==> src/rtl/keypad_if.sv <==
// keypad_if: key code FIFO head with valid/ready handshake.
interface keypad_if;
  logic [3:0] key_code;
  logic       key_valid;
  logic       key_ready;
  modport master (output key_code, key_valid, input key_ready);
  modport slave (input key_code, key_valid, output key_ready);
endinterface

==> src/rtl/keypad_scanner.sv <==
// keypad_scanner: 4x4 keypad row scanner with per-scan debounce and a 4-entry key FIFO.
// Optional auto-repeat while a key is held is enabled by defining KEYPAD_REPEAT_EN.
module keypad_scanner #(
  parameter int SCAN_CNT       = 50000,
  parameter int DEBOUNCE_SCANS = 4,
  parameter int REPEAT_SCANS   = 100
) (
  input  logic       CLK_50M,
  input  logic       Rst_n,
  output logic [3:0] KEY_ROW,
  input  logic [3:0] KEY_COL,
  keypad_if.master   key,
  output logic       key_held,
  output logic       overflow
);
  localparam int DW = $clog2(SCAN_CNT);
  typedef enum logic [1:0] {RELEASED, PRESS_DB, PRESSED, RELEASE_DB} state_t;
  state_t state, state_n;
  logic [3:0] col_s1, col_s2;
  logic [DW-1:0] dwell;
  logic [1:0] row;
  logic [15:0] snap;
  logic scan_done, last;
  logic [4:0] ones;
  logic [3:0] idx, cnt, cnt_n, cand, cand_n;
  logic single, multi, same, push, push_all, pop, full, wr;
  logic [3:0] mem [4];
  logic [1:0] wp, rp;
  logic [2:0] count;
  assign last = dwell == DW'(SCAN_CNT - 1);
  assign KEY_ROW = ~(4'b0001 << row);
  always_ff @(posedge CLK_50M or negedge Rst_n)
    if (!Rst_n) begin
      col_s1 <= '1;
      col_s2 <= '1;
      dwell <= '0;
      row <= '0;
      snap <= '0;
      scan_done <= 1'b0;
    end else begin
      col_s1 <= KEY_COL;
      col_s2 <= col_s1;
      dwell <= last ? '0 : dwell + 1'b1;
      row <= last ? row + 2'd1 : row;
      if (last) snap[4*row +: 4] <= ~col_s2;
      scan_done <= last && row == 2'd3;
    end
  // Bit index 4*row+col is already the {row, col} key code.
  always_comb begin
    ones = '0;
    idx = '0;
    for (int i = 0; i < 16; i++)
      if (snap[i]) begin
        ones = ones + 5'd1;
        idx = 4'(i);
      end
  end
  assign single = ones == 5'd1;
  assign multi = ones > 5'd1;
  assign same = single && idx == cand;
  always_comb begin
    state_n = state;
    cnt_n = cnt;
    cand_n = cand;
    push = 1'b0;
    if (scan_done)
      case (state)
        RELEASED: if (single) begin
          cand_n = idx;
          cnt_n = 4'd1;
          state_n = PRESS_DB;
          if (DEBOUNCE_SCANS == 1) begin
            push = 1'b1;
            cnt_n = '0;
            state_n = PRESSED;
          end
        end
        PRESS_DB: if (same) begin
          cnt_n = cnt + 4'd1;
          if (cnt_n == 4'(DEBOUNCE_SCANS)) begin
            push = 1'b1;
            cnt_n = '0;
            state_n = PRESSED;
          end
        end else if (single) begin
          cand_n = idx;
          cnt_n = 4'd1;
        end else begin
          cnt_n = '0;
          state_n = RELEASED;
        end
        PRESSED: if (same || multi) cnt_n = '0;
        else begin
          cnt_n = DEBOUNCE_SCANS == 1 ? 4'd0 : 4'd1;
          state_n = DEBOUNCE_SCANS == 1 ? RELEASED : RELEASE_DB;
        end
        RELEASE_DB: if (same) begin
          cnt_n = '0;
          state_n = PRESSED;
        end else if (!multi) begin
          cnt_n = cnt + 4'd1;
          if (cnt_n == 4'(DEBOUNCE_SCANS)) begin
            cnt_n = '0;
            state_n = RELEASED;
          end
        end
        default: state_n = RELEASED;
      endcase
  end
  always_ff @(posedge CLK_50M or negedge Rst_n)
    if (!Rst_n) begin
      state <= RELEASED;
      cnt <= '0;
      cand <= '0;
    end else begin
      state <= state_n;
      cnt <= cnt_n;
      cand <= cand_n;
    end
  assign key_held = state == PRESSED || state == RELEASE_DB;
`ifdef KEYPAD_REPEAT_EN
  localparam int RW = $clog2(REPEAT_SCANS + 1);
  logic [RW-1:0] rep;
  logic rep_hit;
  assign rep_hit = scan_done && state == PRESSED && same && rep == RW'(REPEAT_SCANS - 1);
  // Returning from RELEASE_DB keeps the count so bounces do not delay repeats.
  always_ff @(posedge CLK_50M or negedge Rst_n)
    if (!Rst_n) rep <= '0;
    else if (scan_done && state == PRESSED && same) rep <= rep_hit ? '0 : rep + 1'b1;
    else if (state_n == PRESSED && state != PRESSED && state != RELEASE_DB) rep <= '0;
  assign push_all = push | rep_hit;
`else
  assign push_all = push;
`endif
  assign pop = key.key_valid && key.key_ready;
  assign full = count == 3'd4;
  assign wr = push_all && (!full || pop);
  always_ff @(posedge CLK_50M or negedge Rst_n)
    if (!Rst_n) begin
      mem <= '{default: '0};
      wp <= '0;
      rp <= '0;
      count <= '0;
      overflow <= 1'b0;
    end else begin
      if (wr) mem[wp] <= idx;
      wp <= wp + {1'b0, wr};
      rp <= rp + {1'b0, pop};
      count <= count + {2'b0, wr} - {2'b0, pop};
      overflow <= push_all && full && !pop;
    end
  assign key.key_code = mem[rp];
  assign key.key_valid = count != 3'd0;
endmodule

==> src/flat_wrapper.sv <==
// flat-port wrapper written by rule: the top's interface ports become plain ports
module keypad_scanner_flat 
#(
  parameter int SCAN_CNT       = 50000,
  parameter int DEBOUNCE_SCANS = 4,
  parameter int REPEAT_SCANS   = 100
)
  (CLK_50M, Rst_n, KEY_ROW, KEY_COL, key_held, overflow, key_key_code, key_key_valid, key_key_ready);
  keypad_if key_i ();
  input  logic CLK_50M;
  input  logic Rst_n;
  output logic [3:0] KEY_ROW;
  input  logic [3:0] KEY_COL;
  output logic key_held;
  output logic overflow;
  output wire logic [$bits(key_i.key_code)-1:0] key_key_code;
  output wire logic [$bits(key_i.key_valid)-1:0] key_key_valid;
  input wire logic [$bits(key_i.key_ready)-1:0] key_key_ready;
  assign key_key_code = key_i.key_code;
  assign key_key_valid = key_i.key_valid;
  assign key_i.key_ready = key_key_ready;
  keypad_scanner #(.SCAN_CNT(SCAN_CNT), .DEBOUNCE_SCANS(DEBOUNCE_SCANS), .REPEAT_SCANS(REPEAT_SCANS)) u_core (.CLK_50M(CLK_50M), .Rst_n(Rst_n), .KEY_ROW(KEY_ROW), .KEY_COL(KEY_COL), .key(key_i), .key_held(key_held), .overflow(overflow));
endmodule
==> config.mk <==
export PLATFORM = sky130hd
export DESIGN_NAME = keypad_scanner_flat
export DESIGN_NICKNAME = d
export VERILOG_FILES = /design/src/rtl/keypad_if.sv /design/src/rtl/keypad_scanner.sv /design/src/flat_wrapper.sv
export SDC_FILE = /design/constraint.sdc
export NUM_CORES = 1
export LEC_CHECK = 0
export BUFFER_PORTS_ARGS = -buffer_cell sky130_fd_sc_hd__buf_2
export CAP_MARGIN = 40
export CORE_MARGIN = 4
export CORE_UTILIZATION = 40
export DETAILED_ROUTE_END_ITERATION = 6
export PLACE_DENSITY = 0.54
export SLEW_MARGIN = 10
export SYNTH_ARGS = -nofsm -noshare
export SYNTH_HDL_FRONTEND = slang
export SYNTH_SLANG_ARGS = --single-unit
==> constraint.sdc <==
create_clock -name CLK_50M -period 12.4 [get_ports CLK_50M]
set_input_delay 2.48 -clock CLK_50M [delete_from_list [all_inputs] [get_ports CLK_50M]]
set_output_delay 2.48 -clock CLK_50M [all_outputs]
set_load 0.005 [all_outputs]
* Yosys cells after proc, flatten, opt, wreduce, memory -nomap -nowiden *
Cells that the tools add are included.

operators by class
  add/subtract/negate cells = 23
  shifts and indexed selects = 3
  order comparisons = 4
  equality and inequality tests = 16
  bitwise logic cells = 4
  multiplexer cells = 63
  reduce and logical (&&, ||, !) cells = 18

operators with widths
  operator                   number
  $mux W5                    15
  $mux W4                    18
  $add A5 B1 Y5 const B      14
  $neg A4 Y34                1
  $shift A4 B34 Y16 const A  1
  $shiftx A4 B34 Y16         1
  $bwmux W16                 2
  $mux W2                    10
  $add A16 B1 Y16 const B    1
  $eq A16 B16 Y1 const B     1
  $mux W16                   1
  $pmux W4 S4                1
  $mux W3                    4
  $ne A3 B3 Y1 const B       3
  $bmux W4 S2                1
  $demux W4 S2               1
  $mux W1                    8
  $not A4 Y4                 2
  $pmux W2 S4                1
  $pmux W4 S2                1
  $logic_and A1 B1 Y1        7
  $reduce_and A7 Y1          1
  $eq A2 B2 Y1 const B       3
  $ge A3 B3 Y1 const B       2
  24 further kinds           31

storage, ports and cells
  input bits = 7
  bits in registers = 77
  output and inout port bits = 11

* Logic depth before layout (Yosys ltp) *
Gate-level depths: netlist of the first run.

  word-level depth = 39
  mapped depth = 52
  gate-level depth less buffers = 52

* Least setup slack after synthesis of the first run *
Ideal clock, no wire load.

  kind = flip-flop to flip-flop
  from = register u_core.snap[0]
  to = register u_core.count[2]
  cell stages (with the launch flop) = 53
  slack = 2.582 ns
  arrival time = 9.696 ns
  data required time = 12.277 ns
  setup time = 0.123 ns
  cells stage by stage = dfrtp_1 > inv_1 > ha_1 > buf_6 > xnor2_2 > inv_2 > ha_1 > xnor2_1 > a211o_1 > nor2_1 > ha_1 > xnor2_1 > a211oi_1 > mux2i_1 > nor3_1 > inv_1 > ha_1 > nand2_1 > (+17 left out) > a32oi_1 > o31ai_1 > ha_1 > and2_1 > maj3_1 > mux2i_1 > mux2i_4 > xor2_4 > nand3_4 > nor2_1 > inv_1 > ha_1 > inv_1 > ha_1 > inv_1 > fa_1 > xnor2_1 > xnor2_1

between the ends
  longest elaborated chain between the ends = 39

ends and longest elaborated chain
  element                          line                   text
  start, declared                  keypad_scanner.sv:22   logic [15:0] snap;
  start signal, assigned by index  keypad_scanner.sv:45   if (last) snap[4*row +: 4] <= ~col_s2;
  $mux W1 *                        keypad_scanner.sv:53   if (snap[i]) begin
  $add A1 B1 Y2                    keypad_scanner.sv:54   ones = ones + 5'd1;
  $mux W5 *                        keypad_scanner.sv:53
  $add A5 B1 Y5                    keypad_scanner.sv:54
  $mux W5 *                        keypad_scanner.sv:53
  $add A5 B1 Y5                    keypad_scanner.sv:54
  $mux W5 *                        keypad_scanner.sv:53
  $add A5 B1 Y5                    keypad_scanner.sv:54
  (+23 left out)                   -
  $eq A5 B1 Y1 *                   keypad_scanner.sv:58   assign single = ones == 5'd1;
  $logic_and A1 B1 Y1 *            keypad_scanner.sv:60   assign same = single && idx == cand;
  $mux W1 *                        keypad_scanner.sv:78   PRESS_DB: if (same) begin
  $mux W1 *                        keypad_scanner.sv:67   case (state)
  $mux W1 *                        keypad_scanner.sv:66   if (scan_done)
  $logic_and A1 B1 Y1 *            keypad_scanner.sv:137  assign wr = push_all && (!full || pop);
  $add A3 B1 Y3 *                  keypad_scanner.sv:149  count <= count + {2'b0, wr} - {2'b0, pop};
  $sub A3 B1 Y3 *                  keypad_scanner.sv:149
  end signal, assigned             keypad_scanner.sv:149
  end, declared                    keypad_scanner.sv:29   logic [2:0] count;

Every way passes the cells marked *; elsewhere a longest branch is shown, timed or not.
A chain may end at the register's enable or synchronous reset.

* Worst setup path after layout of the first run *
  from = register u_core.snap[1]
  to = register u_core.count[2]

between the ends
  longest elaborated chain between the ends = 37
  elaborated cells between the ends (all ways) = 53

ends and longest elaborated chain
  element                line
  $mux W5                keypad_scanner.sv:53
  $add A5 B1 Y5          keypad_scanner.sv:54
  $mux W5                keypad_scanner.sv:53
  $add A5 B1 Y5          keypad_scanner.sv:54
  $mux W5                keypad_scanner.sv:53
  $add A5 B1 Y5          keypad_scanner.sv:54
  $mux W5                keypad_scanner.sv:53
  $add A5 B1 Y5          keypad_scanner.sv:54
  (+21 left out)         -
  $eq A5 B1 Y1           keypad_scanner.sv:58
  $logic_and A1 B1 Y1 *  keypad_scanner.sv:60
  $mux W1 *              keypad_scanner.sv:78
  $mux W1 *              keypad_scanner.sv:67
  $mux W1 *              keypad_scanner.sv:66
  $logic_and A1 B1 Y1 *  keypad_scanner.sv:137
  $add A3 B1 Y3 *        keypad_scanner.sv:149
  $sub A3 B1 Y3 *        keypad_scanner.sv:149

Marked as above.

==> impl_metrics.json, run 1 <==
{
  "final_setup_viols": 0,
  "post_synth_mux_area_share_pct": 8.81,
  "std_cell_rows": 44,
  "portBuffers": 17,
  "synth_simple_gate_area_share_pct": 20.3,
  "hpwl_um": 9280,
  "regToRegEndpoint": "u_core.count[2]$_DFF_PN0_",
  "grt_max_degree": 64,
  "power.switching_fraction_pct": 19.3,
  "synthesized_area_fraction_occupied_by_xor_and_xnor_cells_pct": 15.0,
  "first_global_vias": 4369,
  "core_footprint_um2": 14800,
  "fin_ws_ns": 1.57,
  "clock_skew_ns": 0.00784,
  "synth_compound_gate_area_share_pct": 13.5,
  "post_route_cells_drive_above_1_share_pct": 15.2,
  "worstPathBufferInverterCount": 7,
  "worstPathArrival_ns": 11.08,
  "required_ns": 12.65,
  "yosys.area.top_type_share_pct": 28.2,
  "wl_um": 12100,
  "critPathLaunchType": "flop",
  "netlist_top_cells_area": "sky130_fd_sc_hd__dfrtp_1, sky130_fd_sc_hd__xnor2_1, sky130_fd_sc_hd__ha_1",
  "worst_setup_path_startpoint": "u_core.snap[1]$_DFFE_PN0P_",
  "synthesis.instances": 641,
  "critical_path.top_delay_family": "adder cells",
  "min_path_type": "flop to flop",
  "post-route-period-util_pct": 87.3,
  "timing.slew.headroom_pct": 46.5,
  "number_of_buffers_created_by_cts": 9,
  "worstSetupPathDepth": 51,
  "critical_path_start_end_classification": "flop to flop",
  "synth_top_family_by_area": "simple AND/OR/NAND/NOR gates",
  "most_used_cells_in_the_layout_excluding_fill_and_tap_cells": "sky130_fd_sc_hd__nand2_1, sky130_fd_sc_hd__dfrtp_1, sky130_fd_sc_hd__nor2_1, sky130_fd_sc_hd__xnor2_1",
  "synthesis.area_um2": 6120,
  "synthAdderAreaFrac_pct": 6.38,
  "synth_fp_nets": 677,
  "numClockSinks": 77,
  "grt_util_all_layers_pct": 14.2,
  "vdd_drop_max_v": 0.000126,
  "boundaryPins": 18,
  "power-per-cell-area_nw_per_um2": 81.3,
  "cts_post_setup_buffers_inserted": 0,
  "critical_path.slowest_cell": "sky130_fd_sc_hd__dfrtp_1",
  "fillers": 1423,
  "static_leak_nw": 3.02,
  "place_congestion": 0.825,
  "final_hold_viol_count": 0,
  "drv_slew": 0,
  "clockBufferDepth": 2,
  "critical_path_peak_fanout": 9,
  "via_count": 4509,
  "netSwitchingPower_w": 0.000104,
  "worst-r2r-cell-count": 51,
  "async_flop_share_pct": 100,
  "timing.critical_path.to_type": "flop",
  "detailed_route_drc_error_count": 0,
  "setup_total_negative_slack_ns": 0,
  "min_period_ns": 10.83,
  "post-place-ws_ns": 1.57,
  "slowest_delay_ns": 0.41,
  "initial_antenna_violation_count": 0,
  "tritoncts": "built",
  "rsz_0062_raised_after_global_routing": "no",
  "avgSynthCellArea_um2": 9.55,
  "cts_hold_buf": 0,
  "initial_cell_density_of_the_core_pct": 41.5,
  "synth.largest_area_cell": "sky130_fd_sc_hd__dfrtp_1",
  "ys_ff_latch": 77,
  "n_antenna_cell": 0,
  "critPathCapture": "u_core.count[2]$_DFF_PN0_",
  "synthesis.yosys.warnings": 0,
  "insertion_delay_ns": 0.33,
  "cts_resized": 0,
  "path_clk_slew_ns": 0.06,
  "detailedRoute.firstPassIterationCount": 4,
  "ys_seq_area_share_pct": 31.6,
  "grt-ovfl-total": 0,
  "clock_tree.root_cell": "sky130_fd_sc_hd__clkbuf_16",
  "synth_cell_types": 83,
  "final_antenna_net_count": 0,
  "htreeDepth": 3,
  "viasPerCell": 5.44,
  "achievable-frequency_mhz": 92.3,
  "seq_power_share_pct": 47.1,
  "die_area_um2": 17400,
  "status": "complete, no violations",
  "yosys_most_used_dff": "sky130_fd_sc_hd__dfrtp_1",
  "route.detailed.wl_per_inst_um": 14.6,
  "number_of_enable_flip_flop_cells_after_synthesis": 0,
  "tightestPinTransition_ns": 0.795,
  "synthToLayoutAreaGrowth_pct": 8.60,
  "r2r-start": "u_core.snap[1]$_DFFE_PN0P_",
  "die_height_um": 132,
  "worst_path_most_repeated_cell": "sky130_fd_sc_hd__ha_1",
  "global_route_wire_length_before_repair_um": 21100,
  "dr.first_iter.drc_count": 234,
  "cap_viol_max_count": 0,
  "final_net_count": 676,
  "combinational_fraction_of_design_power_pct": 1.2,
  "internal_power_w": 0.000437,
  "reg2reg_setup_slack_ns": 1.57,
  "die_width_um": 132,
  "clock_power_share_pct": 51.6
}
## metal layers
metal / up-vias / global-route usage, % / share of wire, %
li1: 2280 / - / -
met1: 2161 / 20.4 / 51
met2: 57 / 22.7 / 46
met3: 11 / 2.14 / 2.2
met4: 0 / 3.38 / 0.98
met5: - / 0 / 0
## metrics by stage
stage	instances	util, %	instance area, um2	hold WS [ns]	power, W
floorplan	641	-	6120	0.345	0.000259
global placement	811	42.6	6290	0.347	0.000265
detailed placement	813	42.9	6320	0.349	0.000267
CTS	829	45.1	6650	0.357	0.000547
global route	829	45.1	6650	0.360	0.000561
finish	829	45.1	6650	0.355	0.000541
## how the worst min path moves through the flow
stage	startpoint	end	slack, ns	depth (start not counted)
after detailed placement	u_core.col_s1[2]$_DFF_PN1_	u_core.col_s2[2]$_DFF_PN1_	0.35	0
after global placement	u_core.col_s1[0]$_DFF_PN1_	u_core.col_s2[0]$_DFF_PN1_	0.35	0
after CTS	u_core.col_s1[2]$_DFF_PN1_	u_core.col_s2[2]$_DFF_PN1_	0.36	0
after floorplan	u_core.col_s1[0]$_DFF_PN1_	u_core.col_s2[0]$_DFF_PN1_	0.35	0
final	u_core.col_s1[2]$_DFF_PN1_	u_core.col_s2[2]$_DFF_PN1_	0.36	0
after global routing	u_core.col_s1[0]$_DFF_PN1_	u_core.col_s2[0]$_DFF_PN1_	0.36	0
## synthesized netlist by cell type (5+ instances only)
master                     number
sky130_fd_sc_hd__clkbuf_1      17
sky130_fd_sc_hd__dfrtp_1       69
sky130_fd_sc_hd__nor3_1        16
sky130_fd_sc_hd__o21ai_0       15
sky130_fd_sc_hd__mux2_4         6
sky130_fd_sc_hd__nor2b_1        6
sky130_fd_sc_hd__o31ai_1       20
sky130_fd_sc_hd__ha_1          28
sky130_fd_sc_hd__nor4_1         6
sky130_fd_sc_hd__and2_1        13
sky130_fd_sc_hd__a21oi_1       21
sky130_fd_sc_hd__and3_1         9
sky130_fd_sc_hd__inv_1         28
sky130_fd_sc_hd__buf_2          7
sky130_fd_sc_hd__mux2_2        10
sky130_fd_sc_hd__mux2_1        11
sky130_fd_sc_hd__nand2_1       69
sky130_fd_sc_hd__nand3_1       17
sky130_fd_sc_hd__xor2_1        25
sky130_fd_sc_hd__a21o_1         6
sky130_fd_sc_hd__nor3b_1        6
sky130_fd_sc_hd__nand2b_1      11
sky130_fd_sc_hd__xnor2_1       41
sky130_fd_sc_hd__o21bai_1       5
sky130_fd_sc_hd__dfstp_2        8
sky130_fd_sc_hd__nor2_1        42
sky130_fd_sc_hd__or3_1          6
sky130_fd_sc_hd__mux2i_1       10
sky130_fd_sc_hd__a31oi_1        8
## layout make-up
cell class              count  area (um2)  area share [%]
clock buffers              10         239            3.59
clock inverters             6        86.3            1.30
inverters                  30         113            1.69
multi-input cells         503        3920            58.9
flip-flops and latches     77        1940            29.1
well taps                 184         230            3.46
repair buffers             19         126            1.90
## power by group through the flow
stage                     clock, W  sequential, W  combinational [W]
after floorplan                  0       0.000259      0.00000000653
after global placement           0       0.000259         0.00000583
after detailed placement         0       0.000259         0.00000719
after CTS                 0.000285       0.000255         0.00000716
after global routing      0.000298       0.000255         0.00000800
final                     0.000279       0.000255         0.00000675
## kinds of logic (layout without fill, tap and decap cells)
logic type               Yosys count  after routing
AO/OA/AOI/OAI                    116            116
XOR/XNOR                          82             82
adder cells (fa/ha/maj)           31             31
buffers and inverters             61             65
flip-flops                        77             77
multiplexers                      42             42
AND/OR/NAND/NOR                  232            232
## flip-flops by register name, indices dropped and copies added (netlist names), named ones only
signal	cells
u_core.count	3
u_core.col_s2	4
u_core.overflow	1
u_core.dwell	16
u_core.state	1
u_core.col_s1	4
u_core.scan_done	1
u_core.rp	2
u_core.snap	16
u_core.cnt	4
u_core.cand	4
u_core.wp	2
u_core.mem	16
u_core.row	2
Power figures use the tool's default switching activity.
==> inputs of run 2 (changes only) <==
--- a/config.mk
+++ b/config.mk
@@ -7,8 +7,10 @@
 export LEC_CHECK = 0
 export BUFFER_PORTS_ARGS = -buffer_cell sky130_fd_sc_hd__buf_2
 export CAP_MARGIN = 40
+export CORE_ASPECT_RATIO = 0.5
 export CORE_MARGIN = 4
 export CORE_UTILIZATION = 40
+export CTS_CLUSTER_SIZE = 8
 export DETAILED_ROUTE_END_ITERATION = 6
 export PLACE_DENSITY = 0.54
 export SLEW_MARGIN = 10
==> impl_metrics.json, run 2 (synthesis gave the netlist of run 1 again) <==
{
  "top_regs": "u_core.dwell: 16 flops, u_core.mem: 16 flops, u_core.snap: 16 flops",
  "path_clk_slew_ns": 0.06,
  "cts_hold_buf": 0,
  "cts_post_setup_buffers_inserted": 0,
  "initial_cell_density_of_the_core_pct": 41.5,
  "via_count": 4433,
  "min_path_type": "flop to flop",
  "place_congestion": 0.823,
  "critical_path.top_delay_family": "adder cells",
  "critical_path.slowest_cell": "sky130_fd_sc_hd__ha_1",
  "worst_path_most_repeated_cell": "sky130_fd_sc_hd__ha_1",
  "slowest_delay_ns": 0.43,
  "first_global_vias": 4314,
  "timing.critical_path.to_type": "flop",
  "fin_worst_hold_slack_ns": 0.356,
  "boundaryPins": 18,
  "final_antenna_net_count": 0,
  "tightestPinTransition_ns": 0.854,
  "cts_resized": 0,
  "die_area_um2": 17500,
  "regArea_um2": 1940,
  "setup_total_negative_slack_ns": 0,
  "viasPerCell": 5.26,
  "worst_setup_path_startpoint": "u_core.snap[0]$_DFFE_PN0P_",
  "status": "complete, no violations",
  "grt-ovfl-total": 0,
  "final_setup_viols": 0,
  "wl_um": 12000,
  "critical_path_peak_fanout": 9,
  "required_ns": 12.66,
  "cap_viol_max_count": 0,
  "timing.slew.headroom_pct": 42.6,
  "drv_slew": 0,
  "reg2reg_setup_slack_ns": 1.71,
  "portBuffers": 17,
  "tritoncts": "built",
  "synthToLayoutAreaGrowth_pct": 8.85,
  "min_period_ns": 10.69,
  "fillers": 1419,
  "initial_antenna_violation_count": 0,
  "power-per-cell-area_nw_per_um2": 82.7,
  "achievable-frequency_mhz": 93.5,
  "power.total_w": 0.000551,
  "global_route_wire_length_before_repair_um": 20900,
  "final_hold_viol_count": 0,
  "stdcell_area_um2": 6670,
  "std_cell_rows": 31,
  "r2r-start": "u_core.snap[0]$_DFFE_PN0P_",
  "final_net_count": 676,
  "clock_tree.root_cell": "sky130_fd_sc_hd__clkbuf_16",
  "post_route_cells_drive_above_1_share_pct": 15.2,
  "multi_input_comb_area_um2": 3920,
  "dpl_cell_area_um2": 6330,
  "route.detailed.wl_per_inst_um": 14.3,
  "insertion_delay_ns": 0.34,
  "detailedRoute.firstPassIterationCount": 4,
  "detailed_route_drc_error_count": 0,
  "clockBufferDepth": 2,
  "critical_path_start_end_classification": "flop to flop",
  "min_from": "u_core.col_s1[3]$_DFF_PN1_",
  "die_height_um": 95.5,
  "post-route-period-util_pct": 86.2,
  "clock_skew_ns": 0.00729,
  "most_used_cells_in_the_layout_excluding_fill_and_tap_cells": "sky130_fd_sc_hd__nand2_1, sky130_fd_sc_hd__dfrtp_1, sky130_fd_sc_hd__nor2_1, sky130_fd_sc_hd__xnor2_1",
  "numClockSinks": 77,
  "die_width_um": 183,
  "htreeDepth": 3,
  "critPathLaunchType": "flop",
  "core_footprint_um2": 14700,
  "hpwl_um": 8920,
  "rsz_0062_raised_after_global_routing": "no",
  "grt_max_degree": 41,
  "grt_util_all_layers_pct": 14.5,
  "number_of_buffers_created_by_cts": 9,
  "n_antenna_cell": 0,
  "static_leak_nw": 3.02,
  "vdd_drop_max_v": 0.0000840,
  "worstPathArrival_ns": 10.95,
  "worstPathBufferInverterCount": 7,
  "dr.first_iter.drc_count": 225
}
## run 2: cell count changes in the layout (fill, tap and decap cells not counted), sizes merged
cell	change
buf	+1
clkdlybuf4s15	-1
clkbuf	+1
clkinv	-2
inv	+1
## run 2: cell type report
type	instances	area share (%)
multi-input combinational	503	58.8
sequential	77	29.1
clock buffer	11	3.79
tap	198	3.72
timing repair buffer	19	1.73
inverter	30	1.69
clock inverter	5	1.22
## run 2: final timing paths
check,end,cells past startpoint
max,u_core.count[2]$_DFF_PN0_,51
min,u_core.col_s2[3]$_DFF_PN1_,0
max reg2reg,u_core.count[2]$_DFF_PN0_,51
min reg2reg,u_core.col_s2[3]$_DFF_PN1_,0
max in group asynchronous,u_core.cand[0]$_DFFE_PN0P_,2
min in group asynchronous,u_core.dwell[2]$_DFF_PN0_,1
## run 2: power by group
group          switching, W  internal (W)   total (W)  leakage [nW]
Clock              0.000102      0.000187    0.000290         0.162
Sequential       0.00000134      0.000254    0.000255          1.03
Combinational    0.00000507    0.00000140  0.00000647          1.83
Total              0.000109      0.000443    0.000551          3.02
## run 2: metal layers
layer / GRT usage (%) / share of wire [%] / up-vias
li1: - / - / 2277
met1: 20.6 / 54 / 2096
met2: 22.7 / 43 / 45
met3: 2.71 / 2.2 / 15
met4: 4.28 / 1.2 / 0
met5: 0 / 0 / -
## run 2: stage by stage
step | util, % | std cells | setup slack, ns
2_1_floorplan | - | 641 | 2.58
3_3_place_gp | 42.8 | 826 | 1.98
3_5_place_dp | 43.0 | 827 | 1.70
4_1_cts | 45.2 | 843 | 1.65
5_1_grt | 45.2 | 843 | 0.877
6_report | 45.2 | 843 | 1.71
==> inputs of run 3 (changes only) <==
==> constraint.sdc (replaced) <==
create_clock -name CLK_50M -period 10.7 [get_ports CLK_50M]
set_input_delay 2.14 -clock CLK_50M [delete_from_list [all_inputs] [get_ports CLK_50M]]
set_output_delay 2.14 -clock CLK_50M [all_outputs]
set_load 0.005 [all_outputs]
==> impl_metrics.json, run 3 (synthesis gave the netlist of run 1 again) <==
{
  "detailedRoute.firstPassIterationCount": 6,
  "dr.first_iter.drc_count": 254,
  "first_global_vias": 4267,
  "required_ns": 10.96,
  "critical_path_peak_fanout": 8,
  "die_height_um": 95.5,
  "portBuffers": 17,
  "final_setup_viols": 0,
  "detailed_route_drc_error_count": 0,
  "insertion_delay_ns": 0.33,
  "clock_power_share_pct": 53.5,
  "viasPerCell": 5.27,
  "initial_antenna_violation_count": 0,
  "path_clk_slew_ns": 0.06,
  "regArea_um2": 1940,
  "fillers": 1431,
  "boundaryPins": 18,
  "final_net_count": 678,
  "route.detailed.wl_per_inst_um": 14.2,
  "clockBufferDepth": 2,
  "drv_slew": 0,
  "timing.critical_path.to_type": "flop",
  "via_count": 4455,
  "clock_tree.root_cell": "sky130_fd_sc_hd__clkbuf_16",
  "post_layout_instance_count_excluding_filler_cells": 845,
  "final_antenna_net_count": 0,
  "seq_power_share_pct": 45.4,
  "placed_cells_incl_taps": 829,
  "timing.slew.headroom_pct": 43.9,
  "cts_hold_buf": 0,
  "clock_skew_ns": 0.0124,
  "power.total_w": 0.000651,
  "vdd_drop_max_v": 0.0000945,
  "tritoncts": "built",
  "tightestPinTransition_ns": 0.835,
  "power-per-cell-area_nw_per_um2": 96.7,
  "rsz_0062_raised_after_global_routing": "no",
  "worst_path_most_repeated_cell": "sky130_fd_sc_hd__ha_1",
  "critical_path.slowest_cell": "sky130_fd_sc_hd__dfrtp_1",
  "place_congestion": 0.822,
  "cap_viol_max_count": 0,
  "worstPathBufferInverterCount": 7,
  "multi_input_comb_area_um2": 3960,
  "achievable-frequency_mhz": 100,
  "critical_path.top_delay_family": "adder cells",
  "final_hold_viol_count": 0,
  "slowest_delay_ns": 0.41,
  "synthToLayoutAreaGrowth_pct": 9.97,
  "core_footprint_um2": 14700,
  "numClockSinks": 77,
  "number_of_buffers_created_by_cts": 9,
  "critPathLaunchType": "flop",
  "std_cell_rows": 31,
  "grt-ovfl-total": 0,
  "worstPathArrival_ns": 10.23,
  "final_core_utilization_pct": 45.7,
  "setup_total_negative_slack_ns": 0,
  "min_period_ns": 9.98,
  "die_width_um": 183,
  "static_leak_nw": 3.04,
  "min_path_type": "flop to flop",
  "global_route_wire_length_before_repair_um": 20900,
  "wl_um": 12000,
  "top_regs": "u_core.dwell: 16 flops, u_core.mem: 16 flops, u_core.snap: 16 flops",
  "reg2reg_setup_slack_ns": 0.72,
  "status": "complete, no violations",
  "grt_max_degree": 41,
  "most_used_cells_in_the_layout_excluding_fill_and_tap_cells": "sky130_fd_sc_hd__nand2_1, sky130_fd_sc_hd__dfrtp_1, sky130_fd_sc_hd__xnor2_1, sky130_fd_sc_hd__nor2_1, sky130_fd_sc_hd__inv_1",
  "hpwl_um": 8780,
  "initial_cell_density_of_the_core_pct": 41.5,
  "combinational_fraction_of_design_power_pct": 1.1,
  "die_area_um2": 17500,
  "power.switching_fraction_pct": 19.5,
  "critical_path_start_end_classification": "flop to flop",
  "netSwitchingPower_w": 0.000127,
  "grt_util_all_layers_pct": 14.4,
  "internal_power_w": 0.000525,
  "post-route-period-util_pct": 93.2,
  "htreeDepth": 3,
  "post_route_cells_drive_above_1_share_pct": 16.2,
  "n_antenna_cell": 0
}
==> run 3: final timing paths <==
kind | startpoint | to | depth (start not counted)
min in group asynchronous | Rst_n | u_core.dwell[2]$_DFF_PN0_ | 1
hold reg to reg | u_core.col_s1[2]$_DFF_PN1_ | u_core.col_s2[2]$_DFF_PN1_ | 0
setup reg to reg | u_core.snap[0]$_DFFE_PN0P_ | u_core.count[2]$_DFF_PN0_ | 51
setup / recovery | u_core.snap[0]$_DFFE_PN0P_ | u_core.count[2]$_DFF_PN0_ | 51
hold / removal | u_core.col_s1[2]$_DFF_PN1_ | u_core.col_s2[2]$_DFF_PN1_ | 0
max in group asynchronous | Rst_n | u_core.mem[9]$_DFFE_PN0P_ | 2
==> run 3: worst reg2reg max path, delay by kind of cell, from the launching register on <==
| family | cells | cell delay (ns) |
|---|---|---|
| and+or+nand+nor | 8 | 1.15 |
| adders and majority gates | 12 | 3.50 |
| buffers and inverters | 7 | 0.53 |
| DFF | 1 | 0.41 |
| AOI/OAI and AO/OA | 9 | 1.55 |
| xor gates and xnor gates | 10 | 1.65 |
| muxes | 5 | 1.09 |
==> run 3: area by class of cell <==
type | count | area share (%)
Sequential cell | 77 | 28.8
Clock buffer | 9 | 3.34
Timing Repair Buffer | 21 | 1.93
Inverter | 30 | 1.67
Clock inverter | 7 | 1.78
Multi-Input combinational cell | 503 | 58.8
Tap cell | 198 | 3.68
==> run 3: through the flow <==
| stage | setup WS [ns] | hold slack (ns) | area [um2] |
|---|---|---|---|
| final | 0.723 | 0.351 | 6730 |
| after floorplan | 0.882 | 0.345 | 6120 |
| after detailed placement | 0.243 | 0.348 | 6350 |
| after CTS | 0.186 | 0.351 | 6690 |
| after global routing | 0.00583 | 0.351 | 6730 |
| after global placement | 0.494 | 0.346 | 6330 |
==> run 3: routing by layer <==
metal  track usage [%]  up-vias  routed length, um
met5                 0        -                  0
met4              3.41        0                 58
met3              2.74        6                219
met2              22.1       50               5260
met1              21.0     2110               6470
li1                  -     2289                  -
==> run 3: power by group through the flow <==
| stage | registers (W) | clock network, W | logic, W |
|---|---|---|---|
| 2_1_floorplan | 0.000300 | 0 | 0.00000000728 |
| 3_3_place_gp | 0.000301 | 0 | 0.00000706 |
| 3_5_place_dp | 0.000301 | 0 | 0.00000805 |
| 4_1_cts | 0.000296 | 0.000359 | 0.00000805 |
| 5_1_grt | 0.000296 | 0.000371 | 0.00000900 |
| 6_report | 0.000296 | 0.000348 | 0.00000743 |
==> run 3: timing repair <==
action,CTS,global route
endpoints found under the setup margin,0,2
resized for setup,0,7
buffers inserted,0,0
